## config.mk

```make
export PLATFORM = sky130hd
export DESIGN_NAME = tt_um_jleugeri_ttt_token_buffer
export DESIGN_NICKNAME = d
export VERILOG_FILES = /design/src/rtl/tt_um_jleugeri_ttt_token_buffer.sv
export SDC_FILE = /design/constraint.sdc
export NUM_CORES = 1
export LEC_CHECK = 0
export BUFFER_PORTS_ARGS = -buffer_cell sky130_fd_sc_hd__buf_4
export CORE_UTILIZATION = 50
export CTS_CLUSTER_DIAMETER = 100
export DETAILED_ROUTE_END_ITERATION = 10
export GPL_TIMING_DRIVEN = 0
export PLACE_DENSITY = 0.79
export SKIP_CTS_REPAIR_TIMING = 1
export SLEW_MARGIN = 0
export SYNTH_ARGS = -nofsm -noshare
export SYNTH_HDL_FRONTEND = slang
export SYNTH_SLANG_ARGS = --single-unit
```

## constraint.sdc

```tcl
create_clock -name clk -period 4.42 [get_ports clk]
set_input_delay 0.884 -clock clk [delete_from_list [all_inputs] [get_ports clk]]
set_output_delay 0.884 -clock clk [all_outputs]
set_load 0.05 [all_outputs]
```

## src/rtl/tt_um_jleugeri_ttt_token_buffer.sv

```systemverilog
// Per-processor signed good/bad token accumulator, drained in id order into the processor core.
// Define TTT_TOKEN_BUFFER_SAT_EN to saturate sums (and report via sat_flag); otherwise sums wrap.
module tt_um_jleugeri_ttt_token_buffer #(
  parameter int NUM_PROCESSORS  = 10,
  parameter int NEW_TOKENS_BITS = 4,
  parameter int ID_BITS         = $clog2(NUM_PROCESSORS)
) (
  input  logic                       clk,
  input  logic                       reset_n,
  input  logic                       clear,
  input  logic                       acc_valid,
  output logic                       acc_ready,
  input  logic [ID_BITS-1:0]         acc_id,
  input  logic [NEW_TOKENS_BITS-1:0] acc_good,
  input  logic [NEW_TOKENS_BITS-1:0] acc_bad,
  input  logic                       drain_start,
  output logic                       out_valid,
  input  logic                       out_ready,
  output logic [ID_BITS-1:0]         out_id,
  output logic [NEW_TOKENS_BITS-1:0] out_good,
  output logic [NEW_TOKENS_BITS-1:0] out_bad,
  output logic                       done,
  output logic                       busy,
  output logic                       id_err,
  output logic                       sat_flag
);

  localparam int W = NEW_TOKENS_BITS;
  localparam logic [ID_BITS-1:0] LAST_ID = ID_BITS'(NUM_PROCESSORS - 1);

  typedef enum logic [1:0] {S_IDLE, S_DRAIN, S_DONE} state_t;

  state_t                r_state;
  logic [ID_BITS-1:0]    r_idx;
  logic signed [W-1:0]   r_good [NUM_PROCESSORS];
  logic signed [W-1:0]   r_bad  [NUM_PROCESSORS];
  logic                  r_id_err;

  logic                  w_id_ok;
  logic                  w_accept;
  logic signed [W-1:0]   w_cur_good;
  logic signed [W-1:0]   w_cur_bad;
  logic signed [W-1:0]   w_good_res;
  logic signed [W-1:0]   w_bad_res;

`ifdef TTT_TOKEN_BUFFER_SAT_EN
  // Sum one bit wider than the operands; a sign mismatch in the top two bits means overflow.
  function automatic logic signed [W-1:0] f_sat_add(input logic signed [W-1:0] a,
                                                    input logic signed [W-1:0] b,
                                                    output logic ovf);
    logic signed [W:0] wide;
    wide = {a[W-1], a} + {b[W-1], b};
    ovf  = wide[W] ^ wide[W-1];
    if (!ovf)         return wide[W-1:0];
    else if (wide[W]) return {1'b1, {(W-1){1'b0}}};
    else              return {1'b0, {(W-1){1'b1}}};
  endfunction

  logic w_good_ovf;
  logic w_bad_ovf;
  logic r_sat;

  always_comb begin
    w_good_res = f_sat_add(w_cur_good, acc_good, w_good_ovf);
    w_bad_res  = f_sat_add(w_cur_bad,  acc_bad,  w_bad_ovf);
  end

  always_ff @(posedge clk or negedge reset_n) begin
    if (!reset_n)
      r_sat <= 1'b0;
    else if (r_state == S_IDLE && clear)
      r_sat <= 1'b0;
    else if (w_accept && w_id_ok && (w_good_ovf || w_bad_ovf))
      r_sat <= 1'b1;
  end

  assign sat_flag = r_sat;
`else
  // Modulo-2^W addition: identical to the low bits of the widened sum.
  function automatic logic signed [W-1:0] f_wrap_add(input logic signed [W-1:0] a,
                                                     input logic signed [W-1:0] b);
    return a + b;
  endfunction

  assign w_good_res = f_wrap_add(w_cur_good, acc_good);
  assign w_bad_res  = f_wrap_add(w_cur_bad,  acc_bad);
  assign sat_flag   = 1'b0;
`endif

  assign w_id_ok    = int'(acc_id) < NUM_PROCESSORS;
  assign w_cur_good = w_id_ok ? r_good[acc_id] : '0;
  assign w_cur_bad  = w_id_ok ? r_bad[acc_id]  : '0;

  assign acc_ready  = reset_n && (r_state == S_IDLE) && !clear && !drain_start;
  assign w_accept   = acc_valid && acc_ready;

  assign out_valid  = (r_state == S_DRAIN);
  assign out_id     = out_valid ? r_idx : '0;
  assign out_good   = out_valid ? r_good[r_idx] : '0;
  assign out_bad    = out_valid ? r_bad[r_idx]  : '0;
  assign done       = (r_state == S_DONE);
  assign busy       = (r_state != S_IDLE);
  assign id_err     = r_id_err;

  always_ff @(posedge clk or negedge reset_n) begin
    if (!reset_n) begin
      r_state  <= S_IDLE;
      r_idx    <= '0;
      r_id_err <= 1'b0;
      for (int i = 0; i < NUM_PROCESSORS; i++) begin
        r_good[i] <= '0;
        r_bad[i]  <= '0;
      end
    end else begin
      case (r_state)
        S_IDLE: begin
          if (clear) begin
            r_id_err <= 1'b0;
            for (int i = 0; i < NUM_PROCESSORS; i++) begin
              r_good[i] <= '0;
              r_bad[i]  <= '0;
            end
          end else if (drain_start) begin
            r_state <= S_DRAIN;
            r_idx   <= '0;
          end else if (w_accept) begin
            // Out-of-range ids still complete the handshake but only raise the error flag.
            if (w_id_ok) begin
              r_good[acc_id] <= w_good_res;
              r_bad[acc_id]  <= w_bad_res;
            end else begin
              r_id_err <= 1'b1;
            end
          end
        end
        S_DRAIN: begin
          if (out_ready) begin
            r_good[r_idx] <= '0;
            r_bad[r_idx]  <= '0;
            if (r_idx == LAST_ID) begin
              r_state <= S_DONE;
              r_idx   <= '0;
            end else begin
              r_idx <= r_idx + ID_BITS'(1);
            end
          end
        end
        default: begin
          r_state <= S_IDLE;
          r_idx   <= '0;
        end
      endcase
    end
  end

endmodule

```

# After elaboration in Yosys (flattened, before gate mapping)
# Index checks and enable logic that the tools add are counted.
# W data, S select, Z words.
# word_totals
register_bits	87
in_bits	18
output_inout_bits	18
wordCells	113
# classes
add_sub_neg	3
n_lt_le_gt_ge	5
n_eq_ne	12
muxes	49
bitwise_logic	5
reduce_logical	16
# ops
cell	n
$mux W40	10
$pmux W40 S2	2
$and A40 B40 Y40	2
$bwmux W40	2
$mux W4	19
$bmux W4 S4	4
$not A40 Y40	1
$demux W4 S4	2
$ge A5 B5 Y1 const B	2
$lt A5 B1 Y1 const B	2
$not A4 Y5	2
$ne A3 B3 Y1 const B	3
$add A4 B4 Y4	2
$mux W2	4
$ne A2 B2 Y1 const B	4
$pmux W4 S2	1
$reduce_and A4 Y1	2
$logic_and A1 B1 Y1	6
$reduce_bool A2 Y1	3
$reduce_and A5 Y1	1
$add A4 B1 Y4 const B	1
$eq A4 B4 Y1 const B	1
$lt A4 B4 Y1 const B	1
$mux W1	4
other kinds (7)	9

# Logic depth before layout (Yosys ltp)
# Gate-level depths: netlist (run 1).
# depth
depth_word	12
depth_mapped	13
depth_no_buf	10

# Worst setup path before layout (run 1)
# Ideal clock, no wire load.
# synth_timing
path_type	input -> register
from	in acc_id[0]
to	reg r_bad[14] (netlist name)
setup_time_ns	0.144
t_arrival_ns	3.501
required_time_ns	4.276
setup_slack_ns	0.775
path_stages	10
path_buffers	3
cell_sequence	buf_2 -> buf_2 -> buf_2 -> mux4_2 -> a21oi_1 -> o21ai_0 -> ha_1 -> fa_1 -> xnor2_1 -> o2bb2ai_1
# synth_via
elab_chain_len	12
word_cells_on_any_way	20
# synth_lines
item	line	rtl
start: declaration	13	input logic [ID_BITS-1:0] acc_id,
$not A4 Y5 (not written as such)	92, 130	
$bmux W4 S4	92	assign w_cur_bad = w_id_ok ? r_bad[acc_id] : '0;
$mux W4 (not written as such) (2 in series)	92	
$mux W4	92	
$add A4 B4 Y4	82	return a + b;
$bwmux W40	130	r_bad[acc_id] <= w_bad_res;
$mux W40	128	if (w_id_ok) begin
$mux W40	126	end else if (w_accept) begin
$mux W40	123	end else if (drain_start) begin
$mux W40	117	if (clear) begin
$pmux W40 S2	115	case (r_state)
end signal: indexed assignment	130	
end: declaration	36	logic signed [W-1:0] r_bad [NUM_PROCESSORS];
# Parallel ways exist; a longest one is shown, timed or not. The select of a mux whose other input is x is not followed.
# A chain may end at the register's enable or synchronous reset.

# Worst setup path after layout (run 1)
# layout_timing
from	in acc_id[0]
to	reg r_bad[23] (netlist name)
# The elaborated chain is that of the path after synthesis.

==> results of run 1 <==
[sequential cells by signal, indices dropped and copies added, names as in the netlist]
register,count
r_bad,40
r_good,40
r_idx,4
r_state,2
id_err,1
[worst max-delay path, stage by stage]
cell	delay [ns]
buf_2	0.15
buf_2	0.31
buf_2	0.43
mux4_2	0.55
a21oi_1	0.21
o21ai_0	0.18
ha_1	0.33
a21o_1	0.19
a21oi_1	0.29
xor2_1	0.15
xnor2_2	0.48
o2bb2ai_1	0.15
[cell usage in the layout (no fill, tap or decap), drive strengths merged, types with 4 or more instances in the layout]
cell type   n
a21oi      16
a221oi      8
a22o       40
and2        4
and3        5
buf        53
clkbuf     22
dfrtp      87
ha          6
inv         7
mux2i      20
mux4       30
nand2      22
nand2b      9
nand3      11
nor2       38
nor2b       6
nor3        5
nor4        5
o21ai      17
o2bb2ai    40
xnor2       4
[metal layers]
layer | wire, um | GRT usage | up-vias
met4 | 484 | 0.1357 | 0
met2 | 7014 | 0.4633 | 248
met1 | 5990 | 0.3801 | 2120
met5 | 0 | 0 | -
li1 | - | - | 1831
met3 | 1175 | 0.05576 | 39
[metrics by stage]
| step | power [mW] | std cells | cell area (um^2) |
|---|---|---|---|
| global route | 2.920 | 628 | 5781 |
| finish | 2.794 | 628 | 5781 |
| floorplan | 1.848 | 450 | 5192 |
| detailed placement | 2.208 | 613 | 5584 |
| CTS | 2.774 | 628 | 5781 |
| global placement | 2.159 | 613 | 5584 |
[report_power, final]
part / switching, mW / leakage, nW / total (mW) / internal, mW
Clock: 0.291 / 0.105 / 0.578 / 0.286
Sequential: 0.0963 / 1.20 / 0.992 / 0.896
Combinational: 0.808 / 1.18 / 1.22 / 0.416
Total: 1.20 / 2.48 / 2.79 / 1.60
[final cells by class]
class | instances | area [um^2]
buffer | 34 | 165.2
fill | 828 | 4129
clock inverter | 4 | 45.04
timing repair buffer | 30 | 225.2
sequential | 87 | 2177
tap | 133 | 166.4
clock buffer | 11 | 151.4
multi-input combinational | 322 | 2824
inverter | 7 | 26.28
[cell families after synthesis]
logic type	synth area share
AO/OA/AOI/OAI	0.2214
XOR/XNOR	0.01301
adder cells (fa/ha/maj)	0.02217
buffers and inverters	0.03687
flip-flops	0.4193
multiplexers	0.1687
other	0.0007222
AND/OR/NAND/NOR	0.1178
[path summary, 6_finish.rpt]
path,startpoint,endpoint,slack [ns]
min in group asynchronous,reset_n,id_err,0.72
max in group asynchronous,reset_n,r_bad[17],3.01
max reg2reg,r_bad[25],r_bad[23],1.43
max,acc_id[0],r_bad[23],0.33
min,r_good[10],r_good[10],0.52
min reg2reg,r_good[10],r_good[10],0.52
==> results.toml, run 1 <==
[setup_path]
end_kind = "flop"
arrival_ns = 4.33
critPathLaunchType = "input pin"
crit_required_ns = 4.66
r2r_cells = 9
criticalPathCategory = "input pin to flop"
cp_max_fo = 10

[logic_synthesis]
yosysWarnings = 0
synth_area_um2 = 5192
avgSynthCellArea_um2 = 11.54
ys_seq_area_frac = 0.4193
synth_top_cells_by_count = "dfrtp_1, a22o_1, o2bb2ai_1"
synth_cell_types = 52
synth_ff_type = "dfrtp_1"
synthArstFlopShare = 1.000
syn_nets = 476
synthCells = 450
synth-edff-count = 0
synth_top_area_share = 0.4193
synth.area.top_cells = "dfrtp_1, mux4_2, a22o_1"
synth_largest_area_cell = "dfrtp_1"
ys_seq_elements = 87
yosysMostFrequentCell = "dfrtp_1"

[timing]
tns_ns = 0
setup_viol = 0
hold_ws_ns = 0.5242
report.final.slew_viol_count = 0
final_hold_viol_count = 0
worstMarginPinSlew_ns = 1.192
fmax_ghz = 0.2443
period_minus_slack_ns = 4.093
rsz0062_at_grt = "false"
fin_crit_sh = 0.9259
finClkSkew_ns = 0.006080
maxSlewHeadroom = 0.1995
fin_ws_ns = 0.3274

[clock_tree]
clock_latency_ns = 0.37
cts-root-buf = "clkbuf_8"
clock_sinks = 87
cts_tree = "built"
numCtsBuffers = 9
path_clk_slew_ns = 0.09
clk_path_buf_depth = 2
cts_max_level = 3

[finish]
antenna_cells = 0
syn_to_final_growth_pct = 11.33
post-route-util = 0.5833
layout.nets = 517
drive_gt1_frac = 0.2242

[run]
maxCapViolations = 0

[route]
avgViaCountPerCell = 6.748
first_iter_violations = 386
dr.pass1.iters = 5
wl_per_cell_um = 23.35
drc_errors = 0
vias = 4238
drtAntennaViolNets = 0
drt-total-wl_um = 14660

[die]
ios = 36
dieHeight_um = 103.9
fp.dieW_um = 103.9
rows = 36
die_area_um2 = 10800
core-area_um2 = 9910
initial_core_util = 0.5240

[grt]
grt_usage = 0.2889
grt_max_degree = 89
grt_antenna_before_repair = 0
globalRoute.totalOverflow = 0
grt_pass1_wl_um = 23780
grt_pass1_vias = 4374

[power_and_ir_drop]
leakage_nw = 2.482
peakVddDrop_mv = 0.3444
power_density_nw_per_um2 = 483.3

[hold_path]
hold_depth = 1
hp-class = "flop to flop"

[placed_design]
gp_congestion = 0.9030
io_buffer_count = 30
hpwl_um = 10650
place_ws_ns = 0.01191

[status]
status = "finished clean"
(Power assumes the default switching activity.)
==> run 2, diff against run 1 <==
--- a/config.mk
+++ b/config.mk
@@ -5,12 +5,13 @@
 export SDC_FILE = /design/constraint.sdc
 export NUM_CORES = 1
 export LEC_CHECK = 0
+export ABC_AREA = 1
 export BUFFER_PORTS_ARGS = -buffer_cell sky130_fd_sc_hd__buf_4
 export CORE_UTILIZATION = 50
 export CTS_CLUSTER_DIAMETER = 100
 export DETAILED_ROUTE_END_ITERATION = 10
 export GPL_TIMING_DRIVEN = 0
-export PLACE_DENSITY = 0.79
+export PLACE_DENSITY = 0.75
 export SKIP_CTS_REPAIR_TIMING = 1
 export SLEW_MARGIN = 0
 export SYNTH_ARGS = -nofsm -noshare
==> results.toml, run 2 <==
[timing]
fin_ws_ns = 0.5956
worstMarginPinSlew_ns = 1.124
tns_ns = 0
finClkSkew_ns = 0.009305
maxSlewHeadroom = 0.2508
rsz0062_at_grt = "false"
final_hold_viol_count = 0
period_minus_slack_ns = 3.824
fin_crit_sh = 0.8652
report.final.slew_viol_count = 0
hold_ws_ns = 0.5110
fmax_ghz = 0.2615
setup_viol = 0

[logic_synthesis]
syn_nets = 799
synth_top_cells_by_count = "nand2_1, dfrtp_1, nand3_1"
synth_top_area_share = 0.3992
synthCells = 773
synth_area_um2 = 5454
synth_cell_types = 30
yosysWarnings = 0
avgSynthCellArea_um2 = 7.056
synth-edff-count = 0
synth_ff_type = "dfrtp_1"
ys_seq_elements = 87
synthArstFlopShare = 1.000
synth_largest_area_cell = "dfrtp_1"
synth.area.top_cells = "dfrtp_1, nand2_1, a22oi_1"
ys_seq_area_frac = 0.3992
yosysMostFrequentCell = "nand2_1"

[power_and_ir_drop]
leakage_nw = 3.263
total_power_mw = 2.955
peakVddDrop_mv = 0.3588
power_density_nw_per_um2 = 487.7

[setup_path]
critPathLaunchType = "input pin"
r2r_end = "r_bad[14]"
crit_required_ns = 4.73
end_kind = "flop"
cp_max_fo = 10
criticalPathCategory = "input pin to flop"
r2r-start = "r_bad[24]"
r2r_cells = 11
arrival_ns = 4.13
rrSetupSlack_ns = 1.55

[clock_tree]
cts_tree = "built"
cts_max_level = 3
path_clk_slew_ns = 0.09
clock_sinks = 87
clk_path_buf_depth = 2
numCtsBuffers = 9
clock_latency_ns = 0.37
cts-root-buf = "clkbuf_8"

[hold_path]
min_from = "r_bad[25]"
hold_end = "r_bad[25]"
hp-class = "flop to flop"
hold_depth = 2

[finish]
final_area_um2 = 6060
stdcell_count = 959
reg.largest.list = "r_bad: 40 flops, r_good: 40 flops, r_idx: 4 flops"
final_cell_mix = "nand2_1, dfrtp_1, nand3_1"
fillers = 1025
antenna_cells = 0
post-route-util = 0.5792
layout.nets = 844
syn_to_final_growth_pct = 11.10
layout_commonest_cell = "nand2_1"
drive_gt1_frac = 0.1300

[route]
drt-total-wl_um = 16720
vias = 5445
first_iter_violations = 531
drtAntennaViolNets = 0
wl_per_cell_um = 17.43
dr.pass1.iters = 8
avgViaCountPerCell = 5.678
drc_errors = 0

[grt]
grt_max_degree = 89
grt_pass1_vias = 5356
grt_antenna_before_repair = 0
globalRoute.totalOverflow = 0
grt_pass1_wl_um = 27310
grt_usage = 0.3142

[die]
die_area_um2 = 11330
ios = 36
dieHeight_um = 106.4
fp.dieW_um = 106.4
initial_core_util = 0.5213
core-area_um2 = 10460
rows = 37

[placed_design]
gp_congestion = 0.9319
io_buffer_count = 34
placed_area_um2 = 5879
place_ws_ns = 0.2860
hpwl_um = 12320
dp_cells = 943

[run]
maxCapViolations = 0

[status]
status = "finished clean"
-- run 2: cell types whose count changed after synthesis, moves of 10 or more --
cell       previous run  this run
nand3_4               0        11
nor2_4                1        11
nor2_1               37        26
a22o_1               40         0
mux2i_1              20         0
nand2_1              17       418
a21oi_1              16         5
o2bb2ai_1            40         0
nand3_1              10        45
a22oi_1               1        42
inv_1                 7        44
nand4_1               0        19
o21ai_0              16         4
mux4_2               30         0
-- run 2: how the worst max path moves through the flow --
stage	startpoint	end	slack [ns]	cells past startpoint
after floorplan	acc_id[0]	r_bad[14]	1.35	15
after global placement	acc_id[1]	r_bad[14]	0.35	16
after detailed placement	acc_id[1]	r_bad[14]	0.29	16
after CTS	acc_id[1]	r_bad[14]	0.65	16
after global routing	acc_id[1]	r_bad[38]	0.44	16
final	acc_id[1]	r_bad[14]	0.60	16
-- run 2: routing by layer --
layer,track usage,vias up,part of all wire
met5,0,-,0
met4,0.1409,0,0.030
met3,0.03617,39,0.074
met2,0.5227,273,0.48
met1,0.4117,2568,0.41
li1,-,2565,-
-- run 2: logic make-up after synthesis --
| group | after synthesis | synth area share |
|---|---|---|
| AOI/OAI and AO/OA | 54 | 0.06928 |
| xor gates and xnor gates | 2 | 0.003212 |
| adders and majority gates | 8 | 0.02111 |
| buffers and inverters | 73 | 0.05483 |
| DFF | 87 | 0.3992 |
| other | 1 | 0.0006876 |
| and+or+nand+nor | 548 | 0.4517 |
-- run 2: power breakdown --
group / internal [mW] / total [mW] / switching (mW)
sequential: 0.904 / 1.00 / 0.0997
clock: 0.222 / 0.540 / 0.318
combinational: 0.351 / 1.41 / 1.06
total: 1.48 / 2.96 / 1.48
-- run 2: critical path, stage by stage --
cell	delay [ns]
buf_4	0.14
inv_2	0.11
nand2_1	0.20
inv_1	0.11
clkbuf_1	0.30
a22oi_1	0.25
nand2_1	0.08
nand2_1	0.06
nand3_1	0.09
ha_1	0.23
fa_1	0.38
xor2_1	0.75
nand2_1	0.10
nor2_1	0.26
nand2_1	0.10
nand2_1	0.08
-- run 2: area by class of cell --
cell class	instances	area, um^2	area share
multi-input combinational	613	2978	0.4914
sequential	87	2177	0.3593
timing repair buffer	34	255.2	0.04212
inverter	51	196.4	0.03242
tap	136	170.2	0.02808
clock buffer	10	137.6	0.02271
buffer	22	102.6	0.01693
clock inverter	6	42.54	0.007020
==> run 3, diff against run 2 <==
--- a/config.mk
+++ b/config.mk
@@ -7,11 +7,11 @@
 export LEC_CHECK = 0
 export ABC_AREA = 1
 export BUFFER_PORTS_ARGS = -buffer_cell sky130_fd_sc_hd__buf_4
-export CORE_UTILIZATION = 50
+export CORE_UTILIZATION = 30
 export CTS_CLUSTER_DIAMETER = 100
 export DETAILED_ROUTE_END_ITERATION = 10
 export GPL_TIMING_DRIVEN = 0
-export PLACE_DENSITY = 0.75
+export PLACE_DENSITY = 0.52
 export SKIP_CTS_REPAIR_TIMING = 1
 export SLEW_MARGIN = 0
 export SYNTH_ARGS = -nofsm -noshare
==> results.toml, run 3 (synthesized netlist as in run 2, its figures left out) <==
[setup_path]
critPathLaunchType = "input pin"
crit_required_ns = 4.72
criticalPathCategory = "input pin to flop"
r2r_end = "r_bad[38]"
crit_top_cell = "nand2_1"
cp_num_buf_inv = 4
end_kind = "flop"
crit_path_cell_trace = "buf_4 > inv_2 > nand2_1 > inv_1 > clkbuf_1 > a22oi_1 > nand2_1 > nand2_1 > nand3_1 > ha_1 > fa_1 > xor2_1 > nand2_1 > nor2_1 > nand2_1 > nand2_1"
cpMaxStageDelayCell = "xor2_1"
cp_max_fo = 10
rrSetupSlack_ns = 1.61
arrival_ns = 4.13
crit_family = "simple AND/OR/NAND/NOR gates"
r2r-start = "r_bad[24]"
r2r_cells = 11
critical-path-max-stage-delay_ns = 0.76

[finish]
regArea_um2 = 2177
syn_to_final_growth_pct = 15.00
stdcell_count = 1048
layout_commonest_cell = "nand2_1"
drive_gt1_frac = 0.1300
final_area_um2 = 6272
multi_input_area_um2 = 2978
antenna_cells = 0
final_cell_mix = "nand2_1, dfrtp_1, nand3_1"
reg.largest.list = "r_bad: 40 flops, r_good: 40 flops, r_idx: 4 flops"
fillers = 1923
layout.nets = 844

[hold_path]
min_from = "r_bad[18]"
hold_end = "r_bad[18]"
hold_depth = 2
hp-class = "flop to flop"

[power_and_ir_drop]
power_density_nw_per_um2 = 510.6
leakage_nw = 3.311
peakVddDrop_mv = 0.3242

[die]
dieHeight_um = 136.8
die_area_um2 = 18720
fp.dieW_um = 136.8
ios = 36
rows = 48
core-area_um2 = 17540
initial_core_util = 0.3110

[grt]
grt_max_degree = 89
grt_pass1_vias = 5022
gr-usage-met3 = 0.03630
grtUsageMet2 = 0.3381
grt_pass1_wl_um = 29240
grt_antenna_before_repair = 0
grt_usage = 0.2141
top_usage_layer = "met2"
globalRoute.totalOverflow = 0
met1_usage = 0.2986

[placed_design]
io_buffer_count = 34
placed_area_um2 = 5991
gp_congestion = 0.8619
hpwl_um = 13350
dp_cells = 1032

[route]
drt-total-wl_um = 18770
avgViaCountPerCell = 5.016
dr.pass1.iters = 7
drtAntennaViolNets = 0
wl_per_cell_um = 17.91
vias = 5257
first_iter_violations = 499
drc_errors = 0

[clock_tree]
numCtsBuffers = 9
cts-root-buf = "clkbuf_16"
cts_tree = "built"
clk_path_buf_depth = 2
clock_sinks = 87
path_clk_slew_ns = 0.07
clock_latency_ns = 0.36
cts_max_level = 3

[timing]
report.final.slew_viol_count = 0
finClkSkew_ns = 0.01025
setup_viol = 0
period_minus_slack_ns = 3.825
tns_ns = 0
worstMarginPinSlew_ns = 1.181
fmax_ghz = 0.2614
final_hold_viol_count = 0
maxSlewHeadroom = 0.2126
fin_crit_sh = 0.8654
rsz0062_at_grt = "false"

[run]
maxCapViolations = 0

[status]
status = "finished clean"
run 3: cell types whose count changed in the layout (fill, tap and decap cells not counted), sizes merged:
cell / delta
clkinv: +2
clkbuf: -1
clkinvlp: -1
run 3: final cells by class:
type	count	share of cell area
flip-flops and latches	87	0.3471
multi-input cells	613	0.4748
clock inverters	7	0.008977
inverters	51	0.03132
plain buffers	22	0.01636
repair buffers	34	0.04069
clock buffers	9	0.03591
well taps	225	0.04488
run 3: worst max path at each step:
| stage | from | slack (ns) | cells after the start | end |
|---|---|---|---|---|
| 2_1_floorplan | acc_id[0] | 1.35 | 15 | r_bad[14] |
| 3_3_place_gp | acc_id[1] | 0.25 | 16 | r_bad[14] |
| 3_5_place_dp | acc_id[1] | 0.26 | 16 | r_bad[38] |
| 4_1_cts | acc_id[1] | 0.63 | 16 | r_bad[14] |
| 5_1_grt | acc_id[1] | 0.39 | 16 | r_bad[14] |
| 6_report | acc_id[1] | 0.60 | 16 | r_bad[38] |
run 3: per-stage QoR:
stage	hold WS (ns)	worst slack (ns)	power [mW]	util
finish	0.5035	0.5950	3.203	0.3577
global route	0.5260	0.3877	3.380	0.3577
CTS	0.5048	0.6261	3.211	0.3577
detailed placement	0.4868	0.2646	2.470	0.3416
global placement	0.4802	0.2495	2.472	0.3416
floorplan	0.4641	1.355	1.973	-
run 3: per-layer routing:
metal | share of wire | up-vias
li1 | - | 2565
met1 | 0.47 | 2478
met2 | 0.46 | 188
met3 | 0.056 | 26
met4 | 0.017 | 0
met5 | 0 | -
run 3: report_power, final:
group          switching, mW  total [mW]  internal [mW]
logic                   1.10        1.45          0.351
clock network          0.354       0.741          0.387
registers              0.103        1.01          0.905
run 3: worst register-to-register path, cell delays in order (launching register included):
cell and delay, ns:
dfrtp_1 0.40, a22oi_1 0.19, nand2_1 0.09, nand2_1 0.06, nand3_1 0.10, ha_1 0.23, fa_1 0.39, xor2_1 0.76
nand2_1 0.12, nor2_1 0.22, nand2_1 0.11, nand2_1 0.08
